<file path="config.mk">
export PLATFORM = sky130hd
export DESIGN_NAME = gcd_datapath_flat
export DESIGN_NICKNAME = d
export VERILOG_FILES = /design/src/rtl/gcd_datapath_if.sv /design/src/rtl/gcd_datapath.sv /design/src/flat_wrapper.sv
export SDC_FILE = /design/constraint.sdc
export NUM_CORES = 2
export LEC_CHECK = 0
export BUFFER_PORTS_ARGS = -buffer_cell sky130_fd_sc_hd__buf_2
export CORE_ASPECT_RATIO = 1.4
export CORE_MARGIN = 8
export CORE_UTILIZATION = 60
export CTS_CLUSTER_SIZE = 16
export DETAILED_ROUTE_END_ITERATION = 6
export GPL_TIMING_DRIVEN = 0
export HOLD_SLACK_MARGIN = 0.15
export MAX_ROUTING_LAYER = met4
export PLACE_DENSITY = 0.78
export SETUP_SLACK_MARGIN = 0.3
export SYNTH_ARGS = -nofsm -noshare
export SYNTH_HDL_FRONTEND = slang
export SYNTH_SLANG_ARGS = --single-unit
export TNS_END_PERCENT = 5
</file>
<file path="constraint.sdc">
create_clock -name clk -period 11.2 [get_ports clk]
set_input_delay 2.24 -clock clk [delete_from_list [all_inputs] [get_ports clk]]
set_output_delay 2.24 -clock clk [all_outputs]
set_load 0.01 [all_outputs]
</file>
<file path="src/rtl/gcd_datapath_if.sv">
// Control and status bundle between the GCD controller and its datapath.
// The controller (master) drives register addresses, write controls and ALU
// controls; the datapath (slave) returns the zero flag and the result register.
interface gcd_datapath_if #(
    parameter int WIDTH = 32
);
    logic [4:0]       rf_read_addr1;
    logic [4:0]       rf_read_addr2;
    logic [4:0]       rf_write_addr;
    logic             rf_write_en;
    logic             rf_write_data_sel;
    logic [WIDTH-1:0] const_val;
    logic             alu_sel;
    logic [1:0]       alu_oper;
    logic             is_zero_result;
    logic [WIDTH-1:0] result;

    modport master (
        output rf_read_addr1,
        output rf_read_addr2,
        output rf_write_addr,
        output rf_write_en,
        output rf_write_data_sel,
        output const_val,
        output alu_sel,
        output alu_oper,
        input  is_zero_result,
        input  result
    );

    modport slave (
        input  rf_read_addr1,
        input  rf_read_addr2,
        input  rf_write_addr,
        input  rf_write_en,
        input  rf_write_data_sel,
        input  const_val,
        input  alu_sel,
        input  alu_oper,
        output is_zero_result,
        output result
    );
endinterface

</file>
<file path="src/rtl/gcd_datapath.sv">
// Register file plus single-cycle ALU for the GCD controller.
// R0 reads as zero, addresses at or beyond NREGS read zero and ignore writes.
// Reads are asynchronous with no write bypass, so an instruction that reads
// and writes the same register sees the old value.
module gcd_datapath #(
    parameter int WIDTH      = 32,
    parameter int NREGS      = 32,
    parameter int RESULT_REG = 1
) (
    input logic          clk,
    input logic          rst,
    gcd_datapath_if.slave dp
);
    localparam logic [1:0] OP_ADD  = 2'b00;
    localparam logic [1:0] OP_SUB  = 2'b01;
    localparam logic [1:0] OP_LT   = 2'b10;
    localparam logic [1:0] OP_PASS = 2'b11;

    localparam logic [4:0] RES_ADDR = 5'(RESULT_REG);

    logic [WIDTH-1:0] regs [NREGS];
    logic [WIDTH-1:0] opnd_a;
    logic [WIDTH-1:0] opnd_b;
    logic [WIDTH-1:0] alu_result;
    logic [WIDTH-1:0] write_data;
    logic             addr_writable;

    function automatic logic [WIDTH-1:0] rd(input logic [4:0] addr);
        if (addr == 5'd0 || int'(addr) >= NREGS) begin
            return '0;
        end
        return regs[addr];
    endfunction

    // Operand selection and ALU operation, purely combinational.
    always_comb begin
        opnd_a     = rd(dp.rf_read_addr1);
        opnd_b     = dp.alu_sel ? dp.const_val : rd(dp.rf_read_addr2);
        alu_result = '0;
        case (dp.alu_oper)
            OP_ADD:  alu_result = opnd_a + opnd_b;
            OP_SUB:  alu_result = opnd_a - opnd_b;
            OP_LT:   alu_result = {{(WIDTH-1){1'b0}}, (opnd_a < opnd_b)};
            OP_PASS: alu_result = opnd_a;
            default: alu_result = '0;
        endcase
    end

    assign write_data    = dp.rf_write_data_sel ? dp.const_val : alu_result;
    assign addr_writable = (dp.rf_write_addr != 5'd0) && (int'(dp.rf_write_addr) < NREGS);

    // Register file storage: cleared on reset, otherwise one optional write per cycle.
    always_ff @(posedge clk) begin
        if (rst) begin
            for (int i = 0; i < NREGS; i++) begin
                regs[i] <= '0;
            end
        end else if (dp.rf_write_en && addr_writable) begin
            regs[dp.rf_write_addr] <= write_data;
        end
    end

    // Zero flag tracks the ALU every cycle, independent of the write enable.
    always_ff @(posedge clk) begin
        if (rst) begin
            dp.is_zero_result <= 1'b0;
        end else begin
            dp.is_zero_result <= (alu_result == '0);
        end
    end

    assign dp.result = rd(RES_ADDR);
endmodule

</file>
<file path="src/flat_wrapper.sv">
// flat-port wrapper written by rule: the top's interface ports become plain ports
module gcd_datapath_flat 
#(
    parameter int WIDTH      = 32,
    parameter int NREGS      = 32,
    parameter int RESULT_REG = 1
)
  (clk, rst, dp_rf_read_addr1, dp_rf_read_addr2, dp_rf_write_addr, dp_rf_write_en, dp_rf_write_data_sel, dp_const_val, dp_alu_sel, dp_alu_oper, dp_is_zero_result, dp_result);
  gcd_datapath_if #(.WIDTH(WIDTH)) dp_i ();
  input logic clk;
  input logic rst;
  input wire logic [$bits(dp_i.rf_read_addr1)-1:0] dp_rf_read_addr1;
  input wire logic [$bits(dp_i.rf_read_addr2)-1:0] dp_rf_read_addr2;
  input wire logic [$bits(dp_i.rf_write_addr)-1:0] dp_rf_write_addr;
  input wire logic [$bits(dp_i.rf_write_en)-1:0] dp_rf_write_en;
  input wire logic [$bits(dp_i.rf_write_data_sel)-1:0] dp_rf_write_data_sel;
  input wire logic [$bits(dp_i.const_val)-1:0] dp_const_val;
  input wire logic [$bits(dp_i.alu_sel)-1:0] dp_alu_sel;
  input wire logic [$bits(dp_i.alu_oper)-1:0] dp_alu_oper;
  output wire logic [$bits(dp_i.is_zero_result)-1:0] dp_is_zero_result;
  output wire logic [$bits(dp_i.result)-1:0] dp_result;
  assign dp_i.rf_read_addr1 = dp_rf_read_addr1;
  assign dp_i.rf_read_addr2 = dp_rf_read_addr2;
  assign dp_i.rf_write_addr = dp_rf_write_addr;
  assign dp_i.rf_write_en = dp_rf_write_en;
  assign dp_i.rf_write_data_sel = dp_rf_write_data_sel;
  assign dp_i.const_val = dp_const_val;
  assign dp_i.alu_sel = dp_alu_sel;
  assign dp_i.alu_oper = dp_alu_oper;
  assign dp_is_zero_result = dp_i.is_zero_result;
  assign dp_result = dp_i.result;
  gcd_datapath #(.WIDTH(WIDTH), .NREGS(NREGS), .RESULT_REG(RESULT_REG)) u_core (.clk(clk), .rst(rst), .dp(dp_i));
endmodule
</file>
==> results.json <==
{
  "syn_to_final_growth_pct": 10.5,
  "postCtsSetupBuffers": 0,
  "die_w_microns": 277,
  "syn_inst": 4368,
  "cts_made_buffers": 94,
  "cp_cell_sequence": "clkdlybuf4s15_1, buf_1, clkdlybuf4s15_1, mux4_2, mux2i_1, a21oi_1, nor3_1, o31ai_2, ha_1, a211oi_1, or4_4, a31oi_1, a211oi_1, o41ai_2, a221oi_1, o21bai_1, xnor2_1, o32ai_2, mux2i_1, buf_2, nor2_1",
  "worstPathArrival_ps": 11770,
  "grt_pass1_wl_microns": 362000,
  "grt.overflow.total": 0,
  "final_cell_area_sq_um": 63200,
  "rows": 134,
  "cts-root-buf": "clkbuf_16",
  "synth_area_sq_um": 57200,
  "final.period_utilization_pct": 101,
  "ctsHoldBuffers": 0,
  "grt_max_degree": 33,
  "yosys_warnings": 0,
  "dp_slack_ps": -1010,
  "drcViolationCount": 0,
  "clock_sinks": 1025,
  "whs_path_depth": 7,
  "maxCapViolCount": 12,
  "grt_pass1_vias": 45100,
  "drive_above_1_share_pct": 21.3,
  "whs_endpoint": "u_core.dp.is_zero_result",
  "critPathLaunchType": "primary input",
  "r2r-end": "u_core.regs[16][26]",
  "violations": "max-capacitance violations, max-slew violations, negative setup slack",
  "viasPerCell": 7.93,
  "die-area_sq_um": 106000,
  "antenna_found_initial": 25,
  "regToRegSetupSlack_ps": 3630,
  "dr.first_iter.drc_count": 10300,
  "critPathMaxStageDelay_ps": 1040,
  "ys_ff_latch": 1025,
  "die_h_microns": 381,
  "ir_drop_uv": 158,
  "crit_type": "in2reg",
  "clk_latency_ps": 750,
  "synthArstFlopShare_pct": 0,
  "fmax_ghz": 0.0885,
  "worstHoldStart": "u_core.regs[26][21]",
  "clockBufferDepth": 3,
  "io_pins": 87,
  "layout_common_cells": "nor2_1 (1101), edfxtp_1 (1024), mux4_2 (468), clkbuf_1 (253), buf_2 (200)",
  "timing.final.max_slew_violations": 101,
  "worstMarginPinSlew_ps": 1680,
  "gp_congestion": 1.09,
  "wl_per_cell_microns": 46.0,
  "port_buffers": 76,
  "slew_headroom_pct": -11.7,
  "track_usage_pct": 52.0,
  "rsz0062_at_grt": "true",
  "path_max_fanout": 10,
  "postLayoutSetupSlackWorst_ps": -102,
  "outcome": "finished, violations left",
  "finalClockSkew_ps": 34.0,
  "ys.flop_type": "edfxtp_1",
  "dp_hpwl_microns": 193000,
  "seq_area_frac_synth_pct": 53.8,
  "initial_utilization_pct": 60.3,
  "clkTransAtPathRegs_ps": 70,
  "worstSetupEndpointType": "flip-flop",
  "cts_tree": "done",
  "cts_max_level": 3,
  "vias": 47100,
  "place_area_sq_um": 60000,
  "drt-total-wl_microns": 273000,
  "p_leak_uw": 0.0227,
  "final-setup-viol-count": 30,
  "r2r_start": "u_core.regs[1][0]",
  "final_hold_viol_count": 0,
  "avgSynthCellArea_sq_um": 13.1,
  "final_common_cell": "nor2_1",
  "hp-class": "reg2reg",
  "dr.pass1.iters": 7,
  "drtAntennaViolNets": 0,
  "fin_nets": 4720,
  "core-area_sq_um": 94900,
  "power_density_nw_per_um2": 159,
  "rr_worst_depth": 19,
  "crit_required_ps": 11670,
  "synth-edff-count": 1024,
  "critical-path-slowest-cell": "clkdlybuf4s15_1",
  "min_period_ps": 11300,
  "synth.distinct_cells": 98,
  "setup_tns_ps": -1360
}
-- power breakdown --
part	leakage, uW	switching [uW]	internal, uW
sequential	0.0106	87.1	4360
clock	0.00151	1570	1850
combinational	0.0106	1530	660
-- repair_timing --
action | in CTS | in global routing
gates resized for setup | 4 | 30
setup endpoints to repair | 339 | 396
pin swaps | 0 | 0
-- through the flow --
stage          hold WS (ps)  total power (uW)  util [%]  std cells
5_1_grt                1430             10100      66.6       5926
3_3_place_gp           1300              6510      62.4       5699
3_5_place_dp           1330              6540      63.2       5729
2_1_floorplan          1060              5690         -       4399
6_report               1370             10100      66.6       5933
4_1_cts                1310              9820      66.5       5904
-- metal layers --
metal / track usage, % / wire length (microns)
met5: - / 0
met4: 47.5 / 32700
met3: 25.4 / 49800
met2: 72.3 / 115000
met1: 53.9 / 75700
-- worst max-delay path: cells and delay by family --
kind,cells,cell delay [ps]
buffers and inverters,4,3250
AOI/OAI and AO/OA,9,2660
muxes,3,1460
adders and majority gates,1,400
and+or+nand+nor,3,1430
xor gates and xnor gates,1,260
-- cell families (layout without fill, tap and decap cells) --
| group | after synthesis | after routing | share of synthesized area [%] |
|---|---|---|---|
| AOI/OAI and AO/OA | 540 | 540 | 6.56 |
| xor gates and xnor gates | 23 | 23 | 0.352 |
| adders and majority gates | 65 | 65 | 1.45 |
| buffers and inverters | 494 | 775 | 3.91 |
| DFF | 1025 | 1025 | 53.8 |
| muxes | 710 | 710 | 23.0 |
| other | 1 | 61 | 0.00655 |
| and+or+nand+nor | 1510 | 1510 | 11.0 |
-- worst max-delay path by stage --
| stage | from | end | slack [ps] |
|---|---|---|---|
| after CTS | dp_rf_read_addr2[1] | u_core.regs[15][31] | 180 |
| after global placement | dp_rf_read_addr2[1] | u_core.regs[16][31] | -1750 |
| after global routing | dp_rf_read_addr2[1] | u_core.regs[21][31] | 200 |
| final | dp_rf_read_addr2[1] | u_core.regs[15][31] | -100 |
| after floorplan | dp_rf_read_addr2[0] | u_core.regs[10][26] | 3700 |
| after detailed placement | dp_rf_read_addr2[1] | u_core.regs[16][24] | -1010 |
-- cell type report --
type / instances / area, sq um
buffer: 424 / 2030
clock inverter: 63 / 698
inverter: 70 / 263
antenna: 29 / 72.6
sequential: 1025 / 30800
timing repair buffer: 106 / 1010
fill: 6972 / 31600
multi-input combinational: 2880 / 24500
clock buffer: 112 / 2420
tap: 1224 / 1530
-- sequential cells by signal, indices dropped and copies added, names as in the netlist --
name                      flops
u_core.dp.is_zero_result      1
u_core.regs                1024
-- synth_stat cells (all sizes together), types with 44 or more instances --
| cell type | instances | share of area (%) |
|---|---|---|
| mux2i | 197 | 3.4 |
| nand2 | 171 | 1.1 |
| o22ai | 44 | 0.48 |
| clkbuf | 253 | 1.7 |
| mux4 | 477 | 19 |
| a21oi | 135 | 1.2 |
| nor2 | 1101 | 7.2 |
| nor3 | 46 | 0.41 |
| buf | 171 | 1.8 |
| edfxtp | 1024 | 54 |
| o21ai | 58 | 0.52 |
| nand2b | 54 | 0.59 |
| ha | 63 | 1.4 |
| inv | 69 | 0.45 |
(Power assumes the default switching activity.)
